[src/rtl/lampfpu_f2i_round.sv]
// Float-to-integer rounding back end: applies the rounding mode to a guard/sticky
// extended magnitude, then negates and saturates into a signed or unsigned integer.
module lampfpu_f2i_round #(
   parameter int LAMP_INTEGER_DW = 32
) (
   input  logic                       clk,
   input  logic                       rst,
   input  logic                       valid_i,
   output logic                       ready_o,
   input  logic                       s_i,
   input  logic [LAMP_INTEGER_DW+2:0] f_i,
   input  logic                       isOverflow_i,
   input  logic                       isSNaN_i,
   input  logic                       isQNaN_i,
   input  logic [2:0]                 rndMode_i,
   input  logic                       isSigned_i,
   output logic                       valid_o,
   input  logic                       ready_i,
   output logic [LAMP_INTEGER_DW-1:0] int_o,
   output logic                       isInvalid_o,
   output logic                       isInexact_o
);

   localparam int DW = LAMP_INTEGER_DW;

   localparam logic [2:0] RND_RNE = 3'b000;
   localparam logic [2:0] RND_RTZ = 3'b001;
   localparam logic [2:0] RND_RDN = 3'b010;
   localparam logic [2:0] RND_RUP = 3'b011;
   localparam logic [2:0] RND_RMM = 3'b100;

   localparam logic [DW-1:0] MAX_POS = {1'b0, {(DW-1){1'b1}}};
   localparam logic [DW-1:0] MIN_NEG = {1'b1, {(DW-1){1'b0}}};
   localparam logic [DW-1:0] ALL_ONE = {DW{1'b1}};

   typedef struct packed {
      logic          sign;
      logic [DW:0]   mag;       // rounded magnitude, MSB is the rounding carry-out
      logic          inexact;
      logic          nan;
      logic          ovf;
      logic          is_signed;
   } s1_t;

   // ---------------------------------------------------------------- handshake
   logic s1_vld_q, s1_vld_d;
   logic s2_vld_q, s2_vld_d;
   logic s2_adv, s1_adv, in_fire;

   assign s2_adv  = !s2_vld_q || ready_i;
   assign s1_adv  = s1_vld_q && s2_adv;
   assign ready_o = !s1_vld_q || s1_adv;
   assign in_fire = valid_i && ready_o;

   always_comb begin
      s1_vld_d = s1_vld_q;
      if (in_fire)
         s1_vld_d = 1'b1;
      else if (s1_adv)
         s1_vld_d = 1'b0;
   end

   always_comb begin
      s2_vld_d = s2_vld_q;
      if (s2_adv)
         s2_vld_d = s1_vld_q;
   end

   // ---------------------------------------------------------------- stage 1: round
   logic g_bit, st_bit, l_bit, rnd_up;
   s1_t  s1_q, s1_d;

   assign g_bit  = f_i[2];
   assign st_bit = |f_i[1:0];
   assign l_bit  = f_i[3];

   always_comb begin
      rnd_up = 1'b0;
      case (rndMode_i)
         RND_RTZ: rnd_up = 1'b0;
         RND_RDN: rnd_up = s_i & (g_bit | st_bit);
         RND_RUP: rnd_up = ~s_i & (g_bit | st_bit);
         RND_RMM: rnd_up = g_bit;
         RND_RNE: rnd_up = g_bit & (st_bit | l_bit);
         default: rnd_up = g_bit & (st_bit | l_bit);
      endcase
   end

   always_comb begin
      s1_d           = s1_q;
      if (in_fire) begin
         s1_d.sign      = s_i;
         s1_d.mag       = {1'b0, f_i[DW+2:3]} + {{DW{1'b0}}, rnd_up};
         s1_d.inexact   = g_bit | st_bit;
         s1_d.nan       = isSNaN_i | isQNaN_i;
         s1_d.ovf       = isOverflow_i;
         s1_d.is_signed = isSigned_i;
      end
   end

   // ---------------------------------------------------------------- stage 2: negate + saturate
   logic          pos_ovf, neg_ovf, mag_nz;
   logic [DW-1:0] res_c;
   logic          inv_c, inx_c;
   logic [DW-1:0] int_q, int_d;
   logic          inv_q, inv_d, inx_q, inx_d;

   // Signed range is asymmetric: a negative result may reach 2^(DW-1).
   assign pos_ovf = |s1_q.mag[DW:DW-1];
   assign neg_ovf = s1_q.mag[DW] | (s1_q.mag[DW-1] & (|s1_q.mag[DW-2:0]));
   assign mag_nz  = |s1_q.mag;

   always_comb begin
      res_c = s1_q.mag[DW-1:0];
      inv_c = 1'b0;
      if (s1_q.nan) begin
         res_c = s1_q.is_signed ? MAX_POS : ALL_ONE;
         inv_c = 1'b1;
      end else if (s1_q.is_signed) begin
         if (s1_q.sign) begin
            if (s1_q.ovf || neg_ovf) begin
               res_c = MIN_NEG;
               inv_c = 1'b1;
            end else begin
               res_c = -s1_q.mag[DW-1:0];
            end
         end else if (s1_q.ovf || pos_ovf) begin
            res_c = MAX_POS;
            inv_c = 1'b1;
         end
      end else begin
         if (s1_q.sign) begin
            // Negatives clamp to zero; only a nonzero magnitude is an error.
            res_c = '0;
            inv_c = s1_q.ovf | mag_nz;
         end else if (s1_q.ovf || s1_q.mag[DW]) begin
            res_c = ALL_ONE;
            inv_c = 1'b1;
         end
      end
      inx_c = s1_q.inexact & ~inv_c;
   end

   always_comb begin
      int_d = int_q;
      inv_d = inv_q;
      inx_d = inx_q;
      if (s1_adv) begin
         int_d = res_c;
         inv_d = inv_c;
         inx_d = inx_c;
      end
   end

   // ---------------------------------------------------------------- state
   always_ff @(posedge clk) begin
      if (!rst) begin
         s1_vld_q <= 1'b0;
         s2_vld_q <= 1'b0;
         s1_q     <= '0;
         int_q    <= '0;
         inv_q    <= 1'b0;
         inx_q    <= 1'b0;
      end else begin
         s1_vld_q <= s1_vld_d;
         s2_vld_q <= s2_vld_d;
         s1_q     <= s1_d;
         int_q    <= int_d;
         inv_q    <= inv_d;
         inx_q    <= inx_d;
      end
   end

   assign valid_o     = s2_vld_q;
   assign int_o       = int_q;
   assign isInvalid_o = inv_q;
   assign isInexact_o = inx_q;

endmodule

[config.mk]
export PLATFORM = sky130hd
export DESIGN_NAME = lampfpu_f2i_round
export DESIGN_NICKNAME = d
export VERILOG_FILES = /design/src/rtl/lampfpu_f2i_round.sv
export SDC_FILE = /design/constraint.sdc
export NUM_CORES = 1
export LEC_CHECK = 0
export BUFFER_PORTS_ARGS = -buffer_cell sky130_fd_sc_hd__buf_2
export CAP_MARGIN = 0
export CORE_UTILIZATION = 42
export CTS_CLUSTER_SIZE = 20
export DETAILED_ROUTE_END_ITERATION = 10
export GPL_TIMING_DRIVEN = 0
export HOLD_SLACK_MARGIN = 0.15
export PLACE_DENSITY_LB_ADDON = 0.12
export SLEW_MARGIN = 10
export SYNTH_ARGS = -nofsm -noshare
export SYNTH_HDL_FRONTEND = slang
export SYNTH_SLANG_ARGS = --single-unit
[constraint.sdc]
create_clock -name clk -period 2.4 [get_ports clk]
set_input_delay 0.6 -clock clk [delete_from_list [all_inputs] [get_ports clk]]
set_output_delay 0.6 -clock clk [all_outputs]
set_load 0.01 [all_outputs]
# --- Yosys cells after proc, flatten, opt, wreduce, memory -nomap -nowiden ---
# Cells that the tools add are included.
totals:
  regBits: 74
  latch_bits: 0
  mem_bits_rw: 0
  mem_bits_ro: 0
  output_inout_bits: 36
  n_memories: 0
classes:
  add_sub_neg: 2
  n_mul: 0
  div: 0
  n_lt_le_gt_ge: 0
  eq_ne: 4
  shifts: 0
  n_mux: 18
  bitwise_logic: 12
  n_reduce_logical: 14
ops:
  columns: ["op", "count"]
  rows:
  - ["two-way mux 32 bit", 8]
  - ["adder 32 x 1 -> 33 bit", 1]
  - ["OR reduction 33 bit", 1]
  - ["negation 32 bit", 1]
  - ["OR reduction 31 bit", 1]
  - ["two-way mux 1 bit", 9]
  - ["== test 3 x 2 -> 1 bit (second input constant)", 2]
  - ["AND 1 bit", 5]
  - ["logical OR 1 bit", 5]
  - ["OR 1 bit", 5]
  - ["one-hot mux 1 bit (4 select lines)", 1]
  - ["OR reduction 2 bit", 2]
  - ["== test 3 x 1 -> 1 bit (second input constant)", 1]
  - ["== test 3 bit (second input constant)", 1]
  - ["logical AND 1 bit", 2]
  - ["logical NOT 1 bit", 2]
  - ["NOT 1 bit", 2]
  - ["nonzero test 2 bit", 1]

# --- Depth between registers and ports, before layout ---
# Gate-level depths: netlist (run 1).
logic_depth:
  ltp_word: 10
  depth_mapped: 11
  mapped_depth_nobuf: 11

# --- Least setup slack after synthesis (run 1) ---
# Ideal clock, no wire load.
synth_timing:
  path_kind: "input port to flip-flop"
  from: "input port rndMode_i[1]"
  to: "register s1_q[25] (netlist bit)"
  arrival_time_ps: 2384
  path_slack_ps: -69
  cell_stages: 11
  n_path_buf: 0
  cell_sequence: "nor2b_1 a21oi_1 o21ai_0 a211oi_1 a21oi_1 ha_1 nand4_1 nor4_2 nand4_1 xor2_1 a211oi_1"
synth_via:
  elab_chain_len: 3
  word_cells_on_any_way: 6
  classes_between: "1 x add/sub; 4 x eq/ne; 1 x mux"
synth_lines:
  columns: ["item", "line_no", "source"]
  rows:
  - ["start: declaration", "15", "input logic [2:0] rndMode_i,"]
  - ["== test 3 bit, or another cell as far along", "79", "case (rndMode_i)"]
  - ["one-hot mux 1 bit (4 select lines) *", "79", null]
  - ["adder 32 x 1 -> 33 bit *", "93", "s1_d.mag = {1'b0, f_i[DW+2:3]} + {{DW{1'b0}}, rnd_up};"]
  - ["end signal: assignment", "160", "s1_q <= '0;"]
  - ["end signal: assignment", "167", "s1_q <= s1_d;"]
  - ["end: declaration", "71", "s1_t s1_q, s1_d;"]
# Every way passes the cells marked *; elsewhere a longest branch is shown, timed or not.
# A chain may end at the register's enable or synchronous reset.

# --- Worst setup path in the final report (run 1) ---
layout_timing:
  from: "input port rndMode_i[1]"
  to: "register s1_q[15] (netlist bit)"
# Same word-level chain as after synthesis.

==> flow_metrics.env, run 1 <==
export IMPL_status="completed"
export IMPL_combPwrFrac_pct=24.9
export IMPL_die_y_um=111
export IMPL_grt_start_max_net_pins=13
export IMPL_synth_area_leader_cell="dfxtp_1"
export IMPL_rows=39
export IMPL_met2_usage_pct=48.1
export IMPL_swShare_pct=33.5
export IMPL_postCtsHoldBufs=0
export IMPL_p_leak_nw=2.17
export IMPL_die_w_um=111
export IMPL_hold_class="input port to flop"
export IMPL_core_area_um2=11500
export IMPL_cts_inserted_buffers=9
export IMPL_cp_depth=13
export IMPL_slew_violations=0
export IMPL_wirelength_um=18400
export IMPL_timing_slew_headroom_pct=23.9
export IMPL_place_gp_congestion=0.919
export IMPL_top_usage_layer="met2"
export IMPL_slowest_delay_ns=0.24
export IMPL_final_cell_mix="83 x buf_2, 78 x nor2_1, 73 x dfxtp_1, 72 x o21ai_0, 43 x clkbuf_1"
export IMPL_rsz0062_at_grt="yes"
export IMPL_fin_setup_tns_ns=0
export IMPL_critPathMaxFanout=6
export IMPL_vdd_drop_max_v=0.000346
export IMPL_wl_per_cell_um=20.3
export IMPL_worst_pin_slew_ns=1.13
export IMPL_clkTransAtPathRegs_ns=0.06
export IMPL_cts_num_sinks=74
export IMPL_ys_seq_area_share_pct=29.9
export IMPL_synth_area_um2=4950
export IMPL_via_per_inst=6.14
export IMPL_synth_cell_type_count=66
export IMPL_yosysWarnings=0
export IMPL_dr_pass1_iters=7
export IMPL_mostFrequentLayoutCell="buf_2"
export IMPL_clockRootBuffer="clkbuf_16"
export IMPL_met1_usage_pct=40.4
export IMPL_ios=83
export IMPL_cp_slowest_cell="ha_2"
export IMPL_crit_family="simple AND/OR/NAND/NOR gates"
export IMPL_yosys_top_cells_area="dfxtp_1 30%, o21ai_0 7.4%, nor2_1 6.1%, xor2_1 5.3%, a21oi_1 4.0%"
export IMPL_hpwl_um=13600
export IMPL_required_ns=2.66
export IMPL_whs_ns=0.486
export IMPL_synth_top_cell_area_share_pct=29.9
export IMPL_syn_nets=700
export IMPL_cts_buffer_depth=2
export IMPL_syn_to_final_growth_pct=23.0
export IMPL_track_usage_pct=30.3
export IMPL_crit_chain="buf_8, nor2b_4, a21oi_2, o21ai_1, a211oi_2, a21oi_2, ha_2, nand4_1, buf_4, nor2_4, nand4_1, xor2_1, a211oi_1"
export IMPL_gr_usage_met3_pct=4.67
export IMPL_crit_type="input port to flop"
export IMPL_initial_utilization_pct=43.1
export IMPL_post_route_drc_count=0
export IMPL_multi_input_area_um2=3300
export IMPL_cts_tree="done"
export IMPL_synth_cells=650
export IMPL_worstSkewPairLatency_ns=0.35
export IMPL_detail_route_iter0_violations=533
export IMPL_power_mw=3.59
export IMPL_max_freq_ghz=0.420
export IMPL_ys_ff_latch=74
export IMPL_period_needed_ns=2.38
export IMPL_hold_viol_final=0
export IMPL_synth_edf_count=0
export IMPL_n_fill_cell=1154
export IMPL_syn_avg_cell_area_um2=7.61
export IMPL_startpoint_type="input port"
export IMPL_clockPowerShare_pct=35.4
export IMPL_seq_area_um2=1480
export IMPL_skew_ns=0.00634
export IMPL_vias=5569
export IMPL_synthFlopType="dfxtp_1"
export IMPL_antenna_cells=0
export IMPL_portBuffers=81
export IMPL_p_int_mw=2.39
export IMPL_cp_arrival_ns=2.64
export IMPL_switchingPower_mw=1.20
export IMPL_synth_async_reset_ratio_pct=0
export IMPL_first_global_vias=4934
export IMPL_h_tree_depth=3
export IMPL_num_nets_final=809
export IMPL_setup_viol=0
export IMPL_critPathBufInv=2
export IMPL_power_density_nw_per_um2=590
export IMPL_timing_final_crit_share_pct=99.2
export IMPL_antenna_left=0
export IMPL_pwr_share_seq_pct=39.7
export IMPL_r2r_cells=6
export IMPL_dieArea_um2=12200
export IMPL_min_path_cells=3
export IMPL_cap_viol_max_count=0
export IMPL_worstSetupEndpointType="flop"
export IMPL_drive_above_1_share_pct=21.2
export IMPL_overflow=0
export IMPL_antenna_found_initial=0
export IMPL_grt_first_pass_wirelength_um=28400
==> tightest hold or removal path, delay by kind of cell <==
kind | cells | cell delay [ns]
AO/OA/AOI/OAI | 1 | 0.05
AND/OR/NAND/NOR | 1 | 0.04
buffers and inverters | 1 | 0.09
==> cell usage after synthesis, types with 9 or more instances <==
library cell and instances:
nand4_1 22, inv_1 9, a31oi_1 22, o211ai_1 23, a211oi_1 23, dfxtp_1 74
xnor2_1 11, nand3_1 16, clkbuf_1 42, o21ai_0 73, nand2_1 34, xor2_1 30
nor2_1 80, a21oi_1 40, nor4_1 14, nor3_1 22
==> state kept, by name, indices dropped and copies added, names as in the netlist <==
| register | count |
|---|---|
| int_o | 32 |
| s1_vld_q | 1 |
| isInexact_o | 1 |
| s1_q | 38 |
| valid_o | 1 |
| isInvalid_o | 1 |
==> logic make-up (layout without fill, tap and decap cells) <==
group | after synthesis | count (layout) | share of synthesized area [%]
simple gates | 242 | 242 | 27.2
compound gates | 221 | 221 | 28.4
xor+xnor | 41 | 41 | 7.26
buf+inv | 66 | 180 | 5.79
fa+ha+maj | 3 | 3 | 0.759
flops | 74 | 74 | 29.9
mux | 3 | 3 | 0.632
==> area by class of cell <==
| cell class | instances | area share, % |
|---|---|---|
| multi-input cells | 510 | 54.2 |
| clock inverters | 4 | 0.452 |
| well taps | 143 | 2.94 |
| plain buffers | 57 | 4.17 |
| repair buffers | 98 | 9.29 |
| flip-flops and latches | 74 | 24.4 |
| inverters | 9 | 0.555 |
| clock buffers | 12 | 4.05 |
==> metrics by stage <==
| stage | instances | setup WS (ns) | instance area (µm²) | util [%] |
|---|---|---|---|---|
| floorplan | 650 | -0.00497 | 4980 | - |
| global placement | 874 | -0.510 | 5560 | 48.5 |
| detailed placement | 874 | -0.575 | 5570 | 48.5 |
| CTS | 900 | -0.0338 | 5970 | 52.1 |
| global route | 907 | -0.0987 | 6090 | 53.1 |
| finish | 907 | 0.0202 | 6090 | 53.1 |
==> path summary, 6_finish.rpt <==
path,to,start,slack (ns)
max,s1_q[15],rndMode_i[1],0.02
min,s1_q[1],isOverflow_i,0.49
max reg2reg,int_o[27],s1_q[20],0.10
min reg2reg,isInexact_o,isInexact_o,0.50
==> repair_timing <==
action,CTS,global route
resized for setup,11,14
setup endpoints to repair,48,51
buffers inserted,10,7
cloned,0,0
pin swaps,18,19
==> power by group through the flow <==
stage / registers, mW / clock network [mW] / logic (mW)
5_1_grt: 1.44 / 1.34 / 0.974
6_report: 1.42 / 1.27 / 0.894
3_3_place_gp: 1.44 / 0 / 0.829
4_1_cts: 1.42 / 1.29 / 0.862
3_5_place_dp: 1.44 / 0 / 0.838
2_1_floorplan: 1.44 / 0 / 0.529
==> routing by layer <==
layer  vias to the layer above  share of wire [%]
met4                         0                3.4
met3                        38                6.8
met1                      2609                 44
met2                       251                 45
li1                       2671                  -
met5                         -                  0
(Power assumes the default switching activity.)
==> run 2: changes to the inputs <==
==> constraint.sdc (replaced) <==
create_clock -name clk -period 3 [get_ports clk]
set_input_delay 0.75 -clock clk [delete_from_list [all_inputs] [get_ports clk]]
set_output_delay 0.75 -clock clk [all_outputs]
set_load 0.01 [all_outputs]
==> flow_metrics.env, run 2 (synthesized netlist as in run 1, its figures left out) <==
export IMPL_status="completed"
export IMPL_grt_start_max_net_pins=14
export IMPL_crit_type="input port to flop"
export IMPL_h_tree_depth=3
export IMPL_dr_pass1_iters=5
export IMPL_skew_ns=0.00633
export IMPL_num_nets_final=792
export IMPL_cap_viol_max_count=0
export IMPL_p_leak_nw=2.07
export IMPL_hold_class="flop to flop"
export IMPL_drive_above_1_share_pct=17.5
export IMPL_wirelength_um=18000
export IMPL_cp_arrival_ns=3.05
export IMPL_via_per_inst=6.11
export IMPL_overflow=0
export IMPL_fin_area_um2=5850
export IMPL_final_cell_mix="85 x buf_2, 78 x nor2_1, 74 x dfxtp_1, 73 x o21ai_0, 43 x clkbuf_1"
export IMPL_hold_viol_final=0
export IMPL_period_needed_ns=2.79
export IMPL_timing_slew_headroom_pct=22.8
export IMPL_cts_num_sinks=74
export IMPL_setup_viol=0
export IMPL_worstSetupEndpointType="flop"
export IMPL_required_ns=3.25
export IMPL_wl_per_cell_um=20.2
export IMPL_largest_reg_flops=38
export IMPL_worst_pin_slew_ns=1.15
export IMPL_vias=5441
export IMPL_antenna_left=0
export IMPL_power_density_nw_per_um2=499
export IMPL_initial_utilization_pct=43.1
export IMPL_clkTransAtPathRegs_ns=0.06
export IMPL_dieArea_um2=12200
export IMPL_ios=83
export IMPL_syn_to_final_growth_pct=18.2
export IMPL_hpwl_um=13500
export IMPL_cts_tree="done"
export IMPL_vdd_drop_max_v=0.000220
export IMPL_clockRootBuffer="clkbuf_16"
export IMPL_portBuffers=81
export IMPL_worstSkewPairLatency_ns=0.34
export IMPL_antenna_found_initial=0
export IMPL_first_global_vias=5004
export IMPL_critPathMaxFanout=5
export IMPL_die_w_um=111
export IMPL_whs_ns=0.508
export IMPL_largest_register="s1_q"
export IMPL_core_area_um2=11500
export IMPL_placed_area_um2=5530
export IMPL_timing_final_crit_share_pct=93.2
export IMPL_track_usage_pct=29.3
export IMPL_rows=39
export IMPL_grt_first_pass_wirelength_um=28000
export IMPL_die_y_um=111
export IMPL_cts_buffer_depth=2
export IMPL_place_gp_congestion=0.925
export IMPL_max_freq_ghz=0.358
export IMPL_startpoint_type="input port"
export IMPL_cts_inserted_buffers=9
export IMPL_slew_violations=0
export IMPL_mostFrequentLayoutCell="buf_2"
export IMPL_rsz0062_at_grt="yes"
export IMPL_antenna_cells=0
export IMPL_post_route_drc_count=0
export IMPL_detail_route_iter0_violations=523
==> run 2: where the power goes <==
| group | internal [mW] | switching, mW |
|---|---|---|
| clock network | 0.648 | 0.449 |
| registers | 1.06 | 0.0822 |
| logic | 0.246 | 0.432 |
==> run 2: area by class of cell <==
class                      instances  area (µm²)
clock inverter                     6        66.3
timing repair buffer              81         405
inverter                           9        33.8
fill                            1182        5620
sequential                        74        1480
clock buffer                      10         229
tap                              143         179
buffer                            57         253
multi-input combinational        510        3200
==> run 2: final timing paths <==
kind	cells after the start	from	slack (ns)	to
setup / recovery	12	rndMode_i[1]	0.21	s1_q[24]
hold / removal	2	isInexact_o	0.51	isInexact_o
setup reg to reg	8	s1_q[4]	0.34	int_o[25]
hold reg to reg	2	isInexact_o	0.51	isInexact_o
==> run 2: metal layers <==
metal	share of wire (%)	track usage [%]	routed length, µm
met4	2.3	12.0	420
met3	8.0	4.88	1440
met1	44	39.3	7890
met5	0	0	0
met2	46	46.7	8210
==> run 2: metrics by stage <==
step / total power, mW / setup TNS, ns / util (%) / std cells / setup WS, ns
global route: 3.03 / -0.0937 / 51.0 / 890 / -0.0334
CTS: 2.91 / 0 / 50.8 / 890 / 0.0733
finish: 2.91 / 0 / 51.0 / 890 / 0.205
floorplan: 1.57 / 0 / - / 650 / 0.381
global placement: 1.81 / -1.93 / 48.2 / 874 / -0.180
detailed placement: 1.82 / -3.51 / 48.2 / 874 / -0.279
==> run 2: worst max-delay path, cell delays in order <==
cell and delay (ns):
buf_2 0.10, nor2b_1 0.20, a21oi_1 0.09, o21ai_0 0.15, a211oi_1 0.09, a21oi_1 0.17, ha_1 0.28, nand4_1 0.25
nor4_2 0.42, nand3_1 0.16, xor2_1 0.16, a211oi_1 0.21
==> run 2: repair_timing <==
| item | 4_1_cts | 5_1_grt |
|---|---|---|
| setup buffers | 0 | 0 |
| endpoints found under the setup margin | 0 | 15 |
| endpoints found under the hold margin | 0 | 0 |
| hold buffers | 0 | 0 |
| resized for setup | 0 | 3 |
==> run 3: changes to the inputs <==
==> constraint.sdc (replaced) <==
create_clock -name clk -period 2.3 [get_ports clk]
set_input_delay 0.575 -clock clk [delete_from_list [all_inputs] [get_ports clk]]
set_output_delay 0.575 -clock clk [all_outputs]
set_load 0.01 [all_outputs]
==> flow_metrics.env, run 3 (synthesized netlist as in run 1, its figures left out) <==
export IMPL_status="finished with violations"
export IMPL_violations="negative setup slack"
export IMPL_clkTransAtPathRegs_ns=0.06
export IMPL_skew_ns=0.00488
export IMPL_holdPathEnd="s1_q[0]"
export IMPL_vdd_drop_max_v=0.000289
export IMPL_slew_violations=0
export IMPL_cts_num_sinks=74
export IMPL_wl_per_cell_um=21.0
export IMPL_whs_ns=0.478
export IMPL_core_area_um2=11500
export IMPL_cap_viol_max_count=0
export IMPL_worstSetupEndpointType="flop"
export IMPL_instances_no_fill=915
export IMPL_met2_usage_pct=48.5
export IMPL_dr_pass1_iters=5
export IMPL_syn_to_final_growth_pct=26.0
export IMPL_hold_viol_final=0
export IMPL_timing_slew_headroom_pct=34.5
export IMPL_clockRootBuffer="clkbuf_16"
export IMPL_first_global_vias=5183
export IMPL_setup_viol=17
export IMPL_largest_reg_flops=38
export IMPL_rows=39
export IMPL_place_inst=874
export IMPL_startpoint_type="input port"
export IMPL_power_density_nw_per_um2=605
export IMPL_p_leak_nw=2.25
export IMPL_initial_utilization_pct=43.1
export IMPL_cts_tree="done"
export IMPL_vias=5599
export IMPL_cts_inserted_buffers=9
export IMPL_detail_route_iter0_violations=562
export IMPL_portBuffers=81
export IMPL_r2r_cells=9
export IMPL_wirelength_um=19200
export IMPL_min_path_cells=3
export IMPL_worstReg2RegStart="s1_q[4]"
export IMPL_worst_pin_slew_ns=0.975
export IMPL_period_needed_ns=2.40
export IMPL_drive_above_1_share_pct=24.2
export IMPL_grt_start_max_net_pins=13
export IMPL_setup_ws_ns=-0.0992
export IMPL_antenna_found_initial=0
export IMPL_rsz0062_at_grt="yes"
export IMPL_die_w_um=111
export IMPL_via_per_inst=6.12
export IMPL_critPathMaxFanout=5
export IMPL_post_route_drc_count=0
export IMPL_die_y_um=111
export IMPL_cp_arrival_ns=2.67
export IMPL_hpwl_um=14000
export IMPL_hp_start="isSigned_i"
export IMPL_num_nets_final=819
export IMPL_dieArea_um2=12200
export IMPL_overflow=0
export IMPL_met1_usage_pct=42.4
export IMPL_rrSetupSlack_ns=0.08
export IMPL_crit_type="input port to flop"
export IMPL_worstSkewPairLatency_ns=0.34
export IMPL_postCtsHoldBufs=0
export IMPL_mostFrequentLayoutCell="buf_2"
export IMPL_gr_usage_met3_pct=4.94
export IMPL_required_ns=2.57
export IMPL_top_usage_layer="met2"
export IMPL_antenna_cells=0
export IMPL_h_tree_depth=3
export IMPL_cts_buffer_depth=2
export IMPL_grt_first_pass_wirelength_um=29600
export IMPL_place_gp_congestion=0.939
export IMPL_largest_register="s1_q"
export IMPL_final_cell_mix="83 x buf_2, 78 x nor2_1, 73 x dfxtp_1, 72 x o21ai_0, 39 x clkbuf_1"
export IMPL_antenna_left=0
export IMPL_ios=83
export IMPL_track_usage_pct=31.1
export IMPL_timing_final_crit_share_pct=104
export IMPL_hold_class="input port to flop"
export IMPL_rr_endpoint="int_o[23]"
export IMPL_max_freq_ghz=0.417
[run 3: routing by layer]
layer  routed length (µm)  part of all wire (%)
met3                 1460                   7.6
met2                 8660                    45
met5                    0                     0
met4                  538                   2.8
met1                 8570                    45
[run 3: worst max-delay path by stage]
| stage | start | endpoint | depth (start not counted) |
|---|---|---|---|
| 2_1_floorplan | rndMode_i[1] | s1_q[24] | 11 |
| 3_3_place_gp | rndMode_i[1] | s1_q[28] | 12 |
| 3_5_place_dp | rndMode_i[1] | s1_q[28] | 12 |
| 4_1_cts | rndMode_i[1] | s1_q[25] | 12 |
| 5_1_grt | rndMode_i[1] | s1_q[32] | 14 |
| 6_report | rndMode_i[1] | s1_q[34] | 14 |
[run 3: cell type report]
class                      instances  area, µm²
tap                              143        179
buffer                            57        259
sequential                        74       1480
inverter                           9       33.8
clock inverter                     4       30.0
timing repair buffer             108        649
fill                            1119       5230
multi-input combinational        510       3360
clock buffer                      10        239
[run 3: worst max-delay path: stages]
cell and delay [ns]:
buf_8 0.07, nor2b_4 0.15, a21oi_2 0.07, o21ai_2 0.13, a211oi_2 0.09, a21oi_2 0.20
ha_4 0.20, nand4_1 0.20, buf_4 0.22, nor2_4 0.18, buf_4 0.16, nand3_1 0.08
xor2_1 0.18, a21oi_1 0.15
[run 3: per-stage QoR]
stage          setup WS (ns)  power (mW)  util, %  setup TNS (ns)  area, µm²
2_1_floorplan        -0.0794        2.05        -          -0.420       4980
3_3_place_gp          -0.577        2.37     48.5          -18.60       5560
3_5_place_dp          -0.673        2.39     48.5          -21.64       5570
4_1_cts               -0.175        3.72     52.8          -0.870       6060
5_1_grt               -0.219        3.92     54.4           -3.29       6230
6_report             -0.0992        3.77     54.4          -0.879       6230
[run 3: timing repair]
item	in CTS	in global routing
pin swaps	33	32
gates resized for setup	15	26
endpoints found under the setup margin	56	54
setup buffers	18	9
[run 3: power breakdown]
part / switching (mW) / internal (mW) / leakage, nW
Combinational: 0.598 / 0.370 / 1.50
Clock: 0.560 / 0.749 / 0.130
Sequential: 0.112 / 1.38 / 0.613
